**config.mk**
```make
export PLATFORM = sky130hd
export DESIGN_NAME = vend_ctrl
export DESIGN_NICKNAME = d
export VERILOG_FILES = /design/src/rtl/vend_pkg.sv /design/src/rtl/vend_ctrl_oneshot.sv /design/src/rtl/vend_ctrl.sv
export SDC_FILE = /design/constraint.sdc
export NUM_CORES = 1
export LEC_CHECK = 0
export ABC_AREA = 1
export CAP_MARGIN = 40
export CORE_MARGIN = 2
export CORE_UTILIZATION = 58
export DETAILED_ROUTE_END_ITERATION = 8
export PLACE_DENSITY = 0.83
export SYNTH_ARGS = -nofsm -noshare
export SYNTH_HDL_FRONTEND = slang
export SYNTH_HIERARCHICAL = 1
export SYNTH_SLANG_ARGS = --single-unit
```
**constraint.sdc**
```tcl
create_clock -name clk -period 2.8 [get_ports clk]
set_input_delay 0.56 -clock clk [delete_from_list [all_inputs] [get_ports clk]]
set_output_delay 0.56 -clock clk [all_outputs]
set_load 0.05 [all_outputs]
```
**src/rtl/vend_pkg.sv**
```systemverilog
// vend_pkg: state encoding, default coin values and coin-value extraction for vend_ctrl
package vend_pkg;

    typedef enum logic [1:0] {
        IDLE     = 2'd0,
        COLLECT  = 2'd1,
        DISPENSE = 2'd2,
        CHANGE   = 2'd3
    } state_t;

    localparam int COIN_50  = 50;
    localparam int COIN_100 = 100;
    localparam int COIN_500 = 500;

    // Widest packed coin-value vector the helper accepts
    localparam int VALS_MAX = 1024;

    // Slice coin value i (w bits wide) out of a packed vector, index 0 at the LSB
    function automatic logic [31:0] coin_val(input logic [VALS_MAX-1:0] vals, input int w, input int i);
        logic [VALS_MAX-1:0] s;
        s = vals >> (i * w);
        return s[31:0] & ((32'd1 << w) - 32'd1);
    endfunction

endpackage

```
**src/rtl/vend_ctrl_oneshot.sv**
```systemverilog
// btn_oneshot: synchronise a raw button and emit one registered pulse per rising edge
module btn_oneshot
    import vend_pkg::*;
(
    input  logic clk,
    input  logic rst,
    input  logic btn,
    output logic trig
);

    logic [2:0] sync;

    // Two synchroniser stages plus a history stage; trig fires once when the level rises
    always_ff @(posedge clk or negedge rst) begin
        if (!rst) begin
            sync <= '0;
            trig <= 1'b0;
        end else begin
            sync <= {sync[1:0], btn};
            trig <= sync[1] & ~sync[2];
        end
    end

endmodule

```
**src/rtl/vend_ctrl.sv**
```systemverilog
// vend_ctrl: coin-accumulating vending controller with dispense handshake, timeout and paced change
module vend_ctrl
    import vend_pkg::*;
#(
    parameter int NUM_COIN = 3,
    parameter int CREDIT_W = 10,
    parameter logic [NUM_COIN*CREDIT_W-1:0] COIN_VALS =
        {CREDIT_W'(COIN_500), CREDIT_W'(COIN_100), CREDIT_W'(COIN_50)},
    parameter int PRICE       = 200,
    parameter int MAX_CREDIT  = 600,
    parameter int CHANGE_UNIT = 50,
    parameter int CHANGE_GAP  = 4,
    parameter int ACK_TIMEOUT = 16
) (
    input  logic                clk,
    input  logic                rst,
    input  logic [NUM_COIN-1:0] coin_btn,
    input  logic                cancel_btn,
    input  logic                vend_ack,
    output logic                vend_req,
    output logic                change_pulse,
    output logic                coin_reject,
    output logic                fault,
    output logic [CREDIT_W-1:0] credit,
    output logic [1:0]          state
);

    localparam int TW = $clog2(ACK_TIMEOUT + CHANGE_GAP + 1);
    localparam logic [CREDIT_W:0]   MAX_C    = (CREDIT_W+1)'(MAX_CREDIT);
    localparam logic [CREDIT_W-1:0] PRICE_C  = CREDIT_W'(PRICE);
    localparam logic [CREDIT_W-1:0] UNIT_C   = CREDIT_W'(CHANGE_UNIT);
    localparam logic [TW-1:0]       TO_LAST  = TW'(ACK_TIMEOUT - 1);
    localparam logic [TW-1:0]       GAP_LAST = TW'(CHANGE_GAP - 1);

    if (MAX_CREDIT >= (1 << CREDIT_W) || PRICE > MAX_CREDIT || CHANGE_GAP < 2) begin : g_bad_params
        $error("vend_ctrl: MAX_CREDIT must fit CREDIT_W, PRICE <= MAX_CREDIT, CHANGE_GAP >= 2");
    end

    logic [NUM_COIN:0]   trig;
    logic [NUM_COIN-1:0] coin_trig;
    logic                cancel_trig;
    logic [CREDIT_W-1:0] val [NUM_COIN];

    assign coin_trig   = trig[NUM_COIN-1:0];
    assign cancel_trig = trig[NUM_COIN];

    for (genvar i = 0; i <= NUM_COIN; i++) begin : g_os
        btn_oneshot u_os (
            .clk  (clk),
            .rst  (rst),
            .btn  (i == NUM_COIN ? cancel_btn : coin_btn[i % NUM_COIN]),
            .trig (trig[i])
        );
    end

    for (genvar i = 0; i < NUM_COIN; i++) begin : g_val
        assign val[i] = CREDIT_W'(coin_val(VALS_MAX'(COIN_VALS), CREDIT_W, i));
    end

    state_t              state_q, state_n;
    logic [CREDIT_W-1:0] credit_q, credit_n, sel_val;
    logic [CREDIT_W:0]   sum;
    logic [TW-1:0]       timer_q, timer_n;
    logic                req_n, pulse_n, reject_n, fault_n, any_coin, multi;

    assign any_coin = |coin_trig;
    assign multi    = (coin_trig & (coin_trig - NUM_COIN'(1))) != '0;
    assign credit   = credit_q;
    assign state    = state_q;

    // Lowest-index coin wins when several triggers coincide
    always_comb begin
        sel_val = '0;
        for (int k = NUM_COIN - 1; k >= 0; k--)
            if (coin_trig[k]) sel_val = val[k];
    end

    // Next state, credit, shared timer and registered-output values
    always_comb begin
        state_n  = state_q;
        credit_n = credit_q;
        timer_n  = timer_q;
        req_n    = 1'b0;
        pulse_n  = 1'b0;
        reject_n = multi;
        fault_n  = 1'b0;
        sum      = {1'b0, credit_q} + {1'b0, sel_val};
        case (state_q)
            IDLE, COLLECT: begin
                if (state_q == COLLECT && credit_q >= PRICE_C) begin
                    // Committed to a vend: a coin landing in this cycle is already refused
                    state_n  = DISPENSE;
                    timer_n  = '0;
                    req_n    = 1'b1;
                    reject_n = any_coin;
                end else if (any_coin) begin
                    if (sum <= MAX_C) begin
                        credit_n = sum[CREDIT_W-1:0];
                        state_n  = COLLECT;
                    end else begin
                        reject_n = 1'b1;
                    end
                end else if (state_q == COLLECT && cancel_trig) begin
                    state_n = CHANGE;
                    timer_n = '0;
                end
            end
            DISPENSE: begin
                reject_n = any_coin;
                if (vend_ack) begin
                    credit_n = credit_q - PRICE_C;
                    state_n  = (credit_q == PRICE_C) ? IDLE : CHANGE;
                    timer_n  = '0;
                end else if (timer_q == TO_LAST) begin
                    fault_n = 1'b1;
                    state_n = CHANGE;
                    timer_n = '0;
                end else begin
                    req_n   = 1'b1;
                    timer_n = timer_q + TW'(1);
                end
            end
            default: begin
                reject_n = any_coin;
                if (credit_q == '0) begin
                    state_n = IDLE;
                end else if (timer_q == '0) begin
                    pulse_n  = 1'b1;
                    credit_n = credit_q - UNIT_C;
                    timer_n  = GAP_LAST;
                    state_n  = (credit_q == UNIT_C) ? IDLE : CHANGE;
                end else begin
                    timer_n = timer_q - TW'(1);
                end
            end
        endcase
    end

    // State, credit, timer and all outputs registered; async active-low clear
    always_ff @(posedge clk or negedge rst) begin
        if (!rst) begin
            state_q      <= IDLE;
            credit_q     <= '0;
            timer_q      <= '0;
            vend_req     <= 1'b0;
            change_pulse <= 1'b0;
            coin_reject  <= 1'b0;
            fault        <= 1'b0;
        end else begin
            state_q      <= state_n;
            credit_q     <= credit_n;
            timer_q      <= timer_n;
            vend_req     <= req_n;
            change_pulse <= pulse_n;
            coin_reject  <= reject_n;
            fault        <= fault_n;
        end
    end

endmodule

```
==> reports/results.ini, run 1 <==
[timing]
max_freq_mhz=389
setup_viol=0
maxSlewHeadroom_pct=47.6
final-max-slew-violation-count=0
worstMarginPinSlew_ns=0.787
skew_ns=0.00394
hold_violations=0
finalCriticalPeriod_ns=2.57
post-route-period-util_pct=91.9
fin_ws_ns=0.227

[worst_setup_path]
reg2reg_depth=19
reg2reg_slack_ns=0.23
start_kind=flop
r2r-end=credit[9]
worstSetupPathType=reg -> reg
r2r-start=g_os[1].u_os/trig
path_max_fanout=11
crit_path_end_kind=flop
critPathArrivalTime_ns=2.75
cp.required_ns=2.98

[placement]
placed_cells=418
dp_hpwl_um=4610
gp_congestion=0.973
io_buffers=21
preCtsSetupSlack_ns=0.169

[job]
cap_violations=0

[synthesis]
syn_inst=352
post-synth-top-count-cell=nand2_1
synthFlopType=dfrtp_1
syn_nets=375
ys_types=43
yosys.area.top_type=dfrtp_1
ys_warn_count=6
synth_area_per_cell_um2=7.55
synth_top_area_share_pct=33.9
synth-seq-area-share_pct=33.9
synth_area_leaders=dfrtp_1 34%, nand2_1 11%, ha_1 7.5%
synth_area_um2=2660
ys_top_cells_by_count=79 x nand2_1, 46 x inv_1, 36 x dfrtp_1
synth_edf_count=0
synth_seq_cells=36
async_flop_share_pct=100

[global_routing]
first_global_vias=2233
antenna_found_initial=0
grt_usage_pct=25.1
grt_max_degree=37
grt_pass1_wl_um=10000
grt_overflow=0

[clock_tree]
cts_tree=done
cts_sinks=36
cts_inserted_buffers=5
path_clk_slew_ns=0.07
clk_path_buf_depth=2
htree_levels=2
clock_latency_ns=0.29
cts-root-buf=clkbuf_8
cts_hold_buf=0

[finish]
final_util_pct=67.8
nets=396
layout-area-overhead-vs-synth_pct=11.8
instances_no_fill=425
n_antenna_cell=0
drive_gt1_share_pct=16.6

[detailed_routing]
via_count=2344
drcViolationCount=0
drt_iter0_markers=203
ant_nets=0
wl_um=5960
drt-pass1-iter-count=4
wire_per_inst_um=14.0
viasPerCell=5.52

[floorplan]
core_area_um2=4380
pin_count=23
die_area_um2=5140
die_y_um=71.7
num_rows=24
die_x_um=71.7
start_util_pct=60.6

[status]
status=complete, no violations

[power]
p_leak_nw=1.52
power_density_nw_per_um2=1280
vdd_drop_max_mv=0.594

[worst_hold_path]
hold_path_class=in -> async

## repair_timing
item	CTS	global route
buffers inserted	0	0
setup endpoints to repair	0	8
resized for setup	0	2
## layout by cell type (no fill, tap or decap), drive strengths merged
| cell | instances |
|---|---|
| a21oi | 10 |
| nor3 | 8 |
| o2111ai | 1 |
| o21ai | 18 |
| ha | 16 |
| clkbuf | 7 |
| a21o | 1 |
| nand4 | 14 |
| a22oi | 1 |
| clkdlybuf4s50 | 20 |
| and3 | 2 |
| o221ai | 2 |
| conb | 1 |
| buf | 3 |
| xnor2 | 2 |
| a31oi | 2 |
| o32a | 1 |
| o22ai | 3 |
| inv | 57 |
| a21boi | 1 |
| dfrtp | 36 |
| xor2 | 7 |
| nand2 | 94 |
| nand3 | 29 |
| nor2 | 35 |
| o211ai | 2 |
## cell families (layout without fill, tap and decap cells)
kind of cell	Yosys count	count (layout)	synth area share, %
adders and majority gates	16	16	7.53
other	1	1	0.141
DFF	36	36	33.9
xor gates and xnor gates	9	9	3.25
AOI/OAI and AO/OA	42	42	9.89
buffers and inverters	66	87	10.7
and+or+nand+nor	182	182	34.6
## worst max-delay path by stage
stage	from	end	cells after the start
finish	g_os[1].u_os/trig	credit[9]	19
global placement	g_os[1].u_os/trig	credit[8]	19
floorplan	credit[2]	credit[1]	22
global route	g_os[1].u_os/trig	credit[4]	19
CTS	g_os[1].u_os/trig	credit[9]	19
detailed placement	g_os[2].u_os/trig	credit[9]	19
## flip-flops by register name, summed over array words and instances (netlist names)
signal,cells
g_os.u_os/trig,4
credit,9
timer_q,5
fault,1
coin_reject,1
g_os.u_os/sync,12
state,2
vend_req,1
change_pulse,1
## power by group
group,leakage [nW],internal (mW),switching (mW)
clock,0.0503,0.219,0.175
combinational,1.02,0.866,1.64
sequential,0.445,0.661,0.234
total,1.52,1.75,2.05
## layer usage
layer	part of all wire [%]	GRT usage (%)
met5	0	0
met3	5.6	4.78
met1	45	33.6
met4	2.8	13.8
met2	46	38.6
## area by class of cell
type                    count  area, um2
flip-flops and latches     36        901
well taps                  52       65.1
repair buffers             23        220
clock buffers               7       96.3
fillers                   379       1410
multi-input cells         250       1480
inverters                  57        214
## worst max-delay path, stage by stage (launching register included)
cell	delay, ns
dfrtp_1	0.42
inv_2	0.09
nand2_4	0.07
nor2_2	0.17
inv_2	0.10
ha_1	0.32
a21o_1	0.18
nand4_1	0.12
nand2_1	0.07
inv_1	0.04
nand3_1	0.06
nand2_1	0.08
nor2_2	0.08
nand2_1	0.06
nand2_2	0.07
nand2_4	0.07
nand2_4	0.14
nand3_2	0.16
nand2_1	0.11
nand2_1	0.05
## stage by stage
stage           TNS, ns  hold slack (ns)  instance area [um2]  power [mW]
3_5_place_dp          0            0.340                 2870        3.37
3_3_place_gp          0            0.335                 2870        3.32
5_1_grt        -0.00284            0.359                 2970        4.11
6_report              0            0.351                 2970        3.79
4_1_cts               0            0.356                 2970        3.78
2_1_floorplan         0            0.264                 2660        2.82
Power figures use the tool's default switching activity.
==> run 2: changes to the inputs <==
--- a/config.mk
+++ b/config.mk
@@ -11,6 +11,8 @@
 export CORE_UTILIZATION = 58
 export DETAILED_ROUTE_END_ITERATION = 8
 export PLACE_DENSITY = 0.83
+export SKIP_CTS_REPAIR_TIMING = 1
+export SKIP_LAST_GASP = 1
 export SYNTH_ARGS = -nofsm -noshare
 export SYNTH_HDL_FRONTEND = slang
 export SYNTH_HIERARCHICAL = 1
==> results of run 2 <==
Final layout, timing and power as in run 1 (identical DEF).
==> run 3: changes to the inputs <==
--- a/config.mk
+++ b/config.mk
@@ -6,7 +6,6 @@
 export NUM_CORES = 1
 export LEC_CHECK = 0
 export ABC_AREA = 1
-export CAP_MARGIN = 40
 export CORE_MARGIN = 2
 export CORE_UTILIZATION = 58
 export DETAILED_ROUTE_END_ITERATION = 8
==> results of run 3 <==
Final layout, timing and power as in run 1 (identical DEF).
